$ cat config.mk
export PLATFORM = sky130hd
export DESIGN_NAME = qos_traffic_ctrl
export DESIGN_NICKNAME = d
export VERILOG_FILES = /design/src/rtl/qos_traffic_ctrl.sv
export SDC_FILE = /design/constraint.sdc
export NUM_CORES = 1
export LEC_CHECK = 0
export CAP_MARGIN = 30
export CORE_UTILIZATION = 40
export DETAILED_ROUTE_END_ITERATION = 8
export GPL_TIMING_DRIVEN = 1
export HOLD_SLACK_MARGIN = 0.08
export PLACE_DENSITY = 0.79
export SYNTH_ARGS = -nofsm -noshare
export SYNTH_HDL_FRONTEND = slang
export SYNTH_SLANG_ARGS = --single-unit
$ cat constraint.sdc
create_clock -name clk -period 3 [get_ports clk]
set_input_delay 0.6 -clock clk [delete_from_list [all_inputs] [get_ports clk]]
set_output_delay 0.6 -clock clk [all_outputs]
set_load 0.01 [all_outputs]
$ cat src/rtl/qos_traffic_ctrl.sv
// rtl/qos_traffic_ctrl.sv - QoS interconnect traffic generator and routing checker
module qos_traffic_ctrl #(
  parameter int BW            = 6,
  parameter int CLS_W         = 2,
  parameter int NUM_DEST      = 2,
  parameter int NUM_PKTS      = 8,
  parameter int CNT_W         = 8,
  parameter int DRAIN_TIMEOUT = 64
) (
  input  logic                   clk,
  input  logic                   reset,
  input  logic                   start,
  input  logic                   mode,
  input  logic [CLS_W-1:0]       class_sel,
  input  logic                   main_full,
  output logic                   main_wr,
  output logic [BW-1:0]          main_data,
  input  logic [NUM_DEST-1:0]    dest_empty,
  input  logic [NUM_DEST-1:0]    dest_error,
  input  logic [NUM_DEST*BW-1:0] dest_data,
  output logic [NUM_DEST-1:0]    dest_rd,
  output logic                   busy,
  output logic                   done,
  output logic                   pass,
  output logic [CNT_W-1:0]       sent_cnt,
  output logic [CNT_W-1:0]       recv_cnt,
  output logic                   route_err,
  output logic                   timeout
);
  localparam int PW     = BW - CLS_W;
  localparam int IDLE_W = $clog2(DRAIN_TIMEOUT + 1);
  localparam logic [1:0] ST_IDLE  = 2'd0;
  localparam logic [1:0] ST_SEND  = 2'd1;
  localparam logic [1:0] ST_DRAIN = 2'd2;
  localparam logic [1:0] ST_DONE  = 2'd3;
  localparam logic [CNT_W-1:0]  NPKT = CNT_W'(NUM_PKTS);
  localparam logic [IDLE_W-1:0] TMO  = IDLE_W'(DRAIN_TIMEOUT);
  localparam logic [CLS_W-1:0]  LAST_CLS = CLS_W'(NUM_DEST - 1);

  logic [1:0]          state_q, state_d;
  logic [BW-1:0]       main_data_q, main_data_d;
  logic [CNT_W-1:0]    sent_cnt_q, sent_cnt_d;
  logic [CNT_W-1:0]    recv_cnt_q, recv_cnt_d;
  logic                route_err_q, route_err_d;
  logic                timeout_q, timeout_d;
  logic                mode_q, mode_d;
  logic [CLS_W-1:0]    cls_sel_q, cls_sel_d;
  logic [CLS_W-1:0]    rr_q, rr_d;
  logic [NUM_DEST-1:0] pop_q, pop_d;
  logic [IDLE_W-1:0]   idle_q, idle_d;

  logic [CNT_W-1:0] pop_cnt;
  logic             bad_route;
  logic [CLS_W-1:0] rr_next;
  logic             unused_payload;

  assign unused_payload = ^dest_data;

  always_comb begin
    main_wr = (state_q == ST_SEND) & ~main_full & (sent_cnt_q < NPKT);
    dest_rd = '0;
    if (state_q == ST_SEND || state_q == ST_DRAIN) dest_rd = ~dest_empty & ~dest_error;

    // Checks act on the previous cycle's pops, when the popped data is valid.
    pop_cnt   = '0;
    bad_route = 1'b0;
    for (int i = 0; i < NUM_DEST; i++) begin
      pop_cnt = pop_cnt + CNT_W'(pop_q[i]);
      if (pop_q[i] && dest_data[i*BW+PW +: CLS_W] != CLS_W'(i)) bad_route = 1'b1;
    end
    rr_next = (rr_q == LAST_CLS) ? '0 : rr_q + 1'b1;

    state_d     = state_q;
    main_data_d = main_data_q;
    sent_cnt_d  = sent_cnt_q;
    recv_cnt_d  = recv_cnt_q + pop_cnt;
    route_err_d = route_err_q | bad_route;
    timeout_d   = timeout_q;
    mode_d      = mode_q;
    cls_sel_d   = cls_sel_q;
    rr_d        = rr_q;
    pop_d       = dest_rd;
    idle_d      = idle_q;

    case (state_q)
      ST_SEND: begin
        if (main_wr) begin
          sent_cnt_d  = sent_cnt_q + 1'b1;
          rr_d        = rr_next;
          main_data_d = {(mode_q ? cls_sel_q : rr_next), PW'(sent_cnt_d)};
          if (sent_cnt_d == NPKT) begin
            state_d = ST_DRAIN;
            idle_d  = '0;
          end
        end
      end
      ST_DRAIN: begin
        if (|dest_rd)          idle_d = '0;
        else if (idle_q != TMO) idle_d = idle_q + 1'b1;
        if (recv_cnt_q == sent_cnt_q) begin
          state_d = ST_DONE;
        end else if (idle_q == TMO) begin
          state_d   = ST_DONE;
          timeout_d = 1'b1;
        end
      end
      default: begin
        if (start) begin
          state_d     = ST_SEND;
          sent_cnt_d  = '0;
          recv_cnt_d  = '0;
          route_err_d = 1'b0;
          timeout_d   = 1'b0;
          mode_d      = mode;
          cls_sel_d   = class_sel;
          rr_d        = '0;
          pop_d       = '0;
          idle_d      = '0;
          main_data_d = {(mode ? class_sel : {CLS_W{1'b0}}), {PW{1'b0}}};
        end
      end
    endcase
  end

  always_ff @(posedge clk) begin
    if (reset) begin
      state_q     <= ST_IDLE;
      main_data_q <= '0;
      sent_cnt_q  <= '0;
      recv_cnt_q  <= '0;
      route_err_q <= 1'b0;
      timeout_q   <= 1'b0;
      mode_q      <= 1'b0;
      cls_sel_q   <= '0;
      rr_q        <= '0;
      pop_q       <= '0;
      idle_q      <= '0;
    end else begin
      state_q     <= state_d;
      main_data_q <= main_data_d;
      sent_cnt_q  <= sent_cnt_d;
      recv_cnt_q  <= recv_cnt_d;
      route_err_q <= route_err_d;
      timeout_q   <= timeout_d;
      mode_q      <= mode_d;
      cls_sel_q   <= cls_sel_d;
      rr_q        <= rr_d;
      pop_q       <= pop_d;
      idle_q      <= idle_d;
    end
  end

  assign main_data = main_data_q;
  assign sent_cnt  = sent_cnt_q;
  assign recv_cnt  = recv_cnt_q;
  assign route_err = route_err_q;
  assign timeout   = timeout_q;
  assign busy      = (state_q == ST_SEND) | (state_q == ST_DRAIN);
  assign done      = (state_q == ST_DONE);
  assign pass      = done & ~route_err_q & ~timeout_q & (recv_cnt_q == NPKT);
endmodule
# ---- After elaboration in Yosys (flattened, before gate mapping)
# Cells that the tools add are included.
dict set report totals {
  word_cells 100
  ram_bits 0
  latchBits 0
  register_bits 40
  mem_bits_ro 0
  n_memories 0
}
dict set report op_classes {
  n_eq_ne 16
  mux 37
  n_lt_le_gt_ge 1
  n_div 0
  reduce_logical 14
  n_mul 0
  addsub 5
  bitwise_logic 16
  shift 0
}
# cell n
set op_table {}
lappend op_table {{2-to-1 mux 7 bit} 5}
lappend op_table {{2-to-1 mux 8 bit} 4}
lappend op_table {{2-to-1 mux 2 bit} 13}
lappend op_table {{== test 8 x 4 -> 1 bit (second input constant)} 2}
lappend op_table {{case mux 8 bit (2 select lines)} 1}
lappend op_table {{case mux 7 bit (2 select lines)} 1}
lappend op_table {{2-to-1 mux 6 bit} 2}
lappend op_table {{case mux 6 bit (2 select lines)} 1}
lappend op_table {{AND reduction 4 bit} 3}
lappend op_table {{adder 8 x 1 -> 8 bit (second input constant)} 1}
lappend op_table {{adder 8 x 2 -> 8 bit} 1}
lappend op_table {{== test 8 bit} 1}
lappend op_table {{< comparator 8 x 4 -> 1 bit (second input constant)} 1}
lappend op_table {{case mux 2 bit (2 select lines)} 2}
lappend op_table {{adder 7 x 1 -> 7 bit (second input constant)} 1}
lappend op_table {{== test 7 bit (second input constant)} 1}
lappend op_table {{2-to-1 mux 1 bit} 7}
lappend op_table {{!= test 7 bit (second input constant)} 1}
lappend op_table {{!= test 2 bit (second input constant)} 3}
lappend op_table {{!= test 3 bit (second input constant)} 2}
lappend op_table {{inverter 1 bit} 6}
lappend op_table {{nonzero test 2 bit} 3}
lappend op_table {{AND 1 bit} 5}
lappend op_table {{== test 2 x 1 -> 1 bit (second input constant)} 2}
lappend op_table {{other kinds (14)} 20}

# ---- Logic depth before layout (Yosys ltp)
# Gate-level depths: netlist of run 1.
dict set report logic_depth {
  ltp_word 7
  depth_mapped 9
  ltp_nobuf 7
}

# ---- Least setup slack after synthesis of run 1
# Ideal clock, no wire load.
dict set report synth_path {
  path_type {register to register}
  from {reg state_q[1]}
  to {reg state_q[0]}
  arrival_time_ns 1.831
  path_buffers 1
  required_ns 2.879
  setup_ns 0.121
  path_stages_with_launch 9
  slack_ns 1.048
  cell_sequence {dfxtp_1 inv_1 ha_1 buf_6 nor4b_4 nand2_2 a22o_4 a311oi_4 mux2_4}
}
dict set report synth_via {
  elab_chain_cells 5
  elab_cells_between_ends 10
}
# item line
set synth_rtl {}
lappend synth_rtl {{from (decl)} 40} ;# logic [1:0] state_q, state_d;
lappend synth_rtl {{from (signal assigned)} 139} ;# state_q <= state_d;
lappend synth_rtl {{== test 2 x 1 -> 1 bit} {60, 85}}
lappend synth_rtl {{AND 1 bit (2 in series)} 60} ;# main_wr = (state_q == ST_SEND) & ~main_full & (sent_cnt_q < NPKT);
lappend synth_rtl {{!= test 2 bit (no line)} --}
lappend synth_rtl {{AND reduction 4 bit (no line)} --}
# Parallel ways exist; a longest one is shown, timed or not.
# A chain may end at the register's enable or synchronous reset.

# ---- Worst setup path in the final report of run 1
dict set report layout_path {
  from {in main_full}
  to {out main_wr}
}
dict set report layout_via {
  elab_chain_cells 3
}
# item line
set layout_rtl {}
lappend layout_rtl {{from (decl)} 15} ;# input logic main_full,
lappend layout_rtl {{inverter 1 bit} 60}
lappend layout_rtl {{AND 1 bit (2 in series)} 60}
lappend layout_rtl {{to (decl)} 16} ;# output logic main_wr,
# No other way between the ends.

==> results of run 1 <==
## cells in the mapped netlist (2+ instances only)
cell type / n
a22oi_1: 2
a21oi_1: 10
buf_4: 4
nor3_1: 9
a211oi_1: 3
a32o_1: 5
nor3b_1: 2
nand3_1: 14
and3_1: 10
a31oi_1: 2
nor2_1: 22
nand2_1: 19
mux2i_1: 2
ha_1: 9
o211ai_1: 3
dfxtp_1: 36
nor4b_1: 2
nor4_1: 3
o21ai_0: 7
inv_1: 12
xor2_1: 14
clkbuf_1: 5
## kinds of logic after synthesis
logic type      synth area share (%)
fa+ha+maj                       6.79
flops                           36.9
compound gates                  16.4
xor+xnor                        6.73
simple gates                    24.3
buf+inv                         7.05
mux                             1.79
## registers in the layout, summed over array words and instances (netlist names)
register and flops:
cls_sel_q 2, rr_q 2, route_err 1, main_data 6
pop_q 2, mode_q 1, idle_q 7, state_q 2
sent_cnt 4, timeout 1, recv_cnt 8
## layout by cell type, fill, tap and decap left out, types with 5 or more instances in the layout
cell type	Yosys	layout
clkdlybuf4s50_1	0	44
dfxtp_1	36	36
nor2_1	22	22
nand2_1	19	19
xor2_1	14	14
nand3_1	14	14
inv_1	12	12
and3_1	10	10
a21oi_1	10	10
nor3_1	9	9
ha_1	9	9
o21ai_0	7	7
clkbuf_8	0	6
a32o_1	5	5
## worst max-delay path: stages
cell,delay [ns]
clkdlybuf4s50_1,0.44
nor4b_4,0.25
nand2_2,0.13
inv_1,0.09
clkdlybuf4s50_1,0.53
## layer usage
| metal | wire (um) | vias to the layer above | GRT usage (%) |
|---|---|---|---|
| met3 | 273 | 6 | 5.77 |
| met2 | 1950 | 53 | 29.2 |
| li1 | - | 865 | - |
| met5 | 0 | - | 0 |
| met1 | 2100 | 807 | 23.9 |
| met4 | 46 | 0 | 5.66 |
## metrics by stage
stage	instance area, um^2	total power [mW]	std cells	utilization [%]
after floorplan	1950	0.914	219	-
after global placement	2400	1.04	321	50.8
after detailed placement	2400	1.05	321	50.8
after CTS	2490	1.40	329	52.7
after global routing	2490	1.48	329	52.7
final	2490	1.39	329	52.7
## path summary, 6_finish.rpt
kind / cells past startpoint / end / from
worst max-delay path: 5 / main_wr / main_full
worst min-delay path: 2 / cls_sel_q[0]$_SDFFE_PP0P_ / cls_sel_q[0]$_SDFFE_PP0P_
worst max register to register: 8 / state_q[0]$_SDFFE_PP0P_ / state_q[1]$_SDFFE_PP0P_
worst min register to register: 2 / cls_sel_q[0]$_SDFFE_PP0P_ / cls_sel_q[0]$_SDFFE_PP0P_
## cell type report
class                      instances  area (um^2)
fill                             437         2230
multi-input combinational        160         1090
sequential                        36          721
timing repair buffer              46          455
clock buffer                       8         90.1
tap                               67         83.8
inverter                          12         45.0
## power groups by stage
| stage | Clock, mW | Sequential, mW | Combinational (mW) |
|---|---|---|---|
| 5_1_grt | 0.387 | 0.550 | 0.546 |
| 2_1_floorplan | 0 | 0.555 | 0.359 |
| 3_5_place_dp | 0 | 0.556 | 0.491 |
| 3_3_place_gp | 0 | 0.554 | 0.483 |
| 4_1_cts | 0.362 | 0.545 | 0.493 |
| 6_report | 0.352 | 0.545 | 0.494 |
==> results.json, run 1 <==
{
  "timing.critical_path.to_type": "output pin",
  "routed_via_density": 5.26,
  "power.internal_uw": 919,
  "syn_to_final_growth_pct": 27.5,
  "share_of_the_synthesized_area_in_the_top_cell_type_pct": 36.9,
  "proportion_of_synthesized_chip_area_in_sequential_cells_pct": 36.9,
  "yosys_register_bits": 36,
  "skew_ns": 0.00865,
  "numPortBuffers": 44,
  "whs_ns": 0.464,
  "first_iter_violations": 110,
  "synthDistinctLibCells": 46,
  "timing.critical_path.fanout_max": 5,
  "async_flop_share_pct": 0,
  "timing_hold_violations_final": 0,
  "number_of_global_route_vias_before_repair": 1572,
  "crit_arrival_ns": 2.05,
  "drt.antenna.violating_nets": 0,
  "criticalPathCategory": "input pin to output pin",
  "core_area_um2": 4720,
  "tritoncts_clock_tree": "built",
  "worst_skew_pair.late_latency_ns": 0.29,
  "netlist_instances": 219,
  "grt_first_pass_wirelength_mm": 7.36,
  "report.final.slew_viol_count": 0,
  "grt_antenna_before_repair": 0,
  "p_seq_share_pct": 39.1,
  "outcome": "complete, no violations",
  "part_of_the_total_power_dissipated_in_combinational_logic_pct": 35.5,
  "worst-slew-pin-transition_ns": 0.535,
  "crit_required_ns": 2.40,
  "die_area_um2": 5170,
  "count_of_endpoints_failing_setup_in_the_final_report": 0,
  "area_leader_netlist": "dfxtp_1",
  "drc_errors": 0,
  "cap_viol_max_count": 0,
  "cts_htree_levels": 2,
  "sum_of_negative_setup_slack_ns": 0,
  "synth-main-ff-cell": "dfxtp_1",
  "finalCritPeriodShare_pct": 88.2,
  "initial_utilization_pct": 41.4,
  "tritoncts.num_buffers": 5,
  "clkTransAtPathRegs_ns": 0.06,
  "top_level_ports": 53,
  "period_needed_ns": 2.65,
  "vdd_drop_max_mv": 0.337,
  "ff2ff_setup_slack_ns": 0.76,
  "grt_overflow": 0,
  "final_layout_size_suffix_gt1_share_pct": 6.49,
  "cts_buffer_depth": 2,
  "netSwitchingPower_uw": 472,
  "synthesis.area_per_instance_um2": 8.92,
  "mappedNetlistNets": 252,
  "post_cts_hold_buffer_count": 0,
  "worst_hold_path_type": "flip-flop to flip-flop",
  "globalplace.congestion": 0.864,
  "timing.final.ws_setup_ns": 0.353,
  "achievable-frequency_mhz": 378,
  "relative_slew_slack_pct": 64.3,
  "clockPowerShare_pct": 25.3,
  "vert_die_dim_um": 71.9,
  "dpl_worst_slack_ns": 0.346,
  "power.density_nw_per_um2": 559,
  "numClockSinks": 36,
  "power.switching_fraction_pct": 33.9,
  "grtUsageTotal_pct": 18.4,
  "detail_route.wl_per_cell_um": 13.3,
  "net_total_in_the_final_layout": 294,
  "total_number_of_vias": 1731,
  "count_of_instances_resized_after_the_clock_tree_is_built": 0,
  "yosys_warnings": 0,
  "syn_area_um2": 1950,
  "die-width_um": 71.9,
  "n_antenna_cell": 0,
  "leakage_nw": 1.01,
  "placementRows": 25,
  "synth_top_cells_by_area": "dfxtp_1 (37%), xor2_1 (6.3%), ha_1 (5.8%)",
  "cts_root_buffer": "clkbuf_8",
  "detailedRoute.firstPassIterationCount": 4,
  "critical_path.startpoint_type": "input pin",
  "grt_start_max_net_pins": 21,
  "hpwl_detailed_mm": 3.23,
  "route.final.wire_length_mm": 4.37,
  "cts_setup_buffers": 0,
  "number_of_flops_mapped_to_enable_cells_by_yosys": 0,
  "rsz_0062_raised_after_global_routing": "false"
}
(Power assumes the default switching activity.)
==> inputs of run 2 (changes only) <==
PLACE_DENSITY = 0.73   (was 0.79)
==> results.json, run 2 (same netlist as run 1, synthesis figures left out) <==
{
  "critical-path-top-delay-family": "buffers and inverters",
  "syn_to_final_growth_pct": 28.2,
  "detail_route.wl_per_cell_um": 12.9,
  "non_filler_instance_count_after_layout": 328,
  "net_total_in_the_final_layout": 293,
  "cap_viol_max_count": 0,
  "cts_htree_levels": 2,
  "first_iter_violations": 81,
  "cts_setup_buffers": 0,
  "drc_errors": 0,
  "initial_utilization_pct": 41.4,
  "worst_hold_path_type": "flip-flop to flip-flop",
  "numClockSinks": 36,
  "tritoncts_clock_tree": "built",
  "clkTransAtPathRegs_ns": 0.07,
  "commonest_cells_after_routing_fill_and_taps_aside": "clkdlybuf4s50_1 (44), dfxtp_1 (36), nor2_1 (22), nand2_1 (19)",
  "timing_hold_violations_final": 0,
  "period_needed_ns": 2.66,
  "grt_start_max_net_pins": 21,
  "cts_root_buffer": "clkbuf_8",
  "routed_via_density": 5.25,
  "hpwl_detailed_mm": 3.14,
  "crit_arrival_ns": 2.06,
  "worst-slew-pin-transition_ns": 0.527,
  "criticalPathCategory": "flip-flop to output pin",
  "report.final.slew_viol_count": 0,
  "vert_die_dim_um": 71.9,
  "leakage_nw": 1.02,
  "final_total_pwr_mw": 1.45,
  "crit_path_top_delay_cell": "clkdlybuf4s50_1",
  "relative_slew_slack_pct": 64.8,
  "skew_ns": 0.00588,
  "critical_path.startpoint_type": "flip-flop",
  "cts_buffer_depth": 2,
  "post_cts_hold_buffer_count": 0,
  "achievable-frequency_mhz": 376,
  "grtUsageTotal_pct": 17.9,
  "mostFrequentLayoutCell": "clkdlybuf4s50_1",
  "tritoncts.num_buffers": 5,
  "worstPathCellList": "inv_1 -> ha_1 -> nor4b_4 -> nand2_2 -> inv_1 -> clkdlybuf4s50_1",
  "worst_path_most_repeated_cell": "inv_1",
  "n_antenna_cell": 0,
  "detailedRoute.firstPassIterationCount": 4,
  "number_of_global_route_vias_before_repair": 1652,
  "vdd_drop_max_mv": 0.299,
  "sum_of_negative_setup_slack_ns": 0,
  "timing.critical_path.to_type": "output pin",
  "largest_register_ffs": 8,
  "die-width_um": 71.9,
  "count_of_instances_resized_after_the_clock_tree_is_built": 0,
  "grt_overflow": 0,
  "power.density_nw_per_um2": 580,
  "crit_required_ns": 2.40,
  "top_level_ports": 53,
  "die_area_um2": 5170,
  "numPlacedInstances": 320,
  "drt.antenna.violating_nets": 0,
  "placementRows": 25,
  "worstPathBufferInverterCount": 3,
  "total_number_of_vias": 1722,
  "finalCritPeriodShare_pct": 88.7,
  "outcome": "complete, no violations",
  "final_layout_size_suffix_gt1_share_pct": 6.90,
  "numPortBuffers": 44,
  "count_of_endpoints_failing_setup_in_the_final_report": 0,
  "globalplace.congestion": 0.818,
  "grt_first_pass_wirelength_mm": 7.25,
  "worst_skew_pair.late_latency_ns": 0.29,
  "rsz_0062_raised_after_global_routing": "false",
  "core_area_um2": 4720,
  "route.final.wire_length_mm": 4.24,
  "max_stage_delay_ns": 0.52,
  "grt_antenna_before_repair": 0,
  "timing.critical_path.fanout_max": 9
}
run 2: changes by cell type in the layout (fill, tap and decap cells not counted), sizes merged:
cell / before / now
bufinv: 0 / 1
clkinvlp: 0 / 1
clkinv: 0 / 1
clkbuf: 8 / 5
buf: 2 / 1
run 2: area by class of cell:
cell class	instances	area, um^2
Clock inverter	3	42.5
Tap cell	67	83.8
Clock buffer	5	68.8
Timing Repair Buffer	45	448
Multi-Input combinational cell	160	1090
Sequential cell	36	721
Fill cell	452	2220
Inverter	12	45.0
run 2: where the power goes:
part           internal (mW)  leakage (nW)  switching, mW  total [mW]
combinational          0.213         0.672          0.273       0.485
sequential             0.513         0.291         0.0299       0.543
clock                  0.246        0.0541          0.178       0.424
run 2: final timing paths:
| check | start | endpoint | slack [ns] | depth (start not counted) |
|---|---|---|---|---|
| worst max-delay path | state_q[1]$_SDFFE_PP0P_ | main_wr | 0.34 | 6 |
| worst max register to register | state_q[1]$_SDFFE_PP0P_ | state_q[0]$_SDFFE_PP0P_ | 0.78 | 7 |
| worst min-delay path | cls_sel_q[1]$_SDFFE_PP0P_ | cls_sel_q[1]$_SDFFE_PP0P_ | 0.46 | 2 |
| worst min register to register | cls_sel_q[1]$_SDFFE_PP0P_ | cls_sel_q[1]$_SDFFE_PP0P_ | 0.46 | 2 |
run 2: tightest hold or removal path, stage by stage (launching register included):
cell     delay [ns]
dfxtp_1        0.31
nand2_1        0.05
a21oi_1        0.05
run 2: per-layer routing:
layer / wire (um) / vias to the layer above / share of wire, % / global-route usage, %
met5: 0 / - / 0 / 0
met2: 1760 / 60 / 42 / 25.9
li1: - / 859 / - / -
met4: 89 / 0 / 2.1 / 8.71
met1: 2080 / 792 / 49 / 24.1
met3: 306 / 11 / 7.2 / 5.49
run 2: per-stage QoR:
step	instance area, um^2	hold slack [ns]	utilization, %	setup WS, ns
final	2500	0.463	53.0	0.339
after global routing	2500	0.478	53.0	0.177
after CTS	2500	0.466	53.0	0.307
after detailed placement	2390	0.455	50.6	0.360
after global placement	2390	0.447	50.6	0.370
after floorplan	1950	0.437	-	1.05
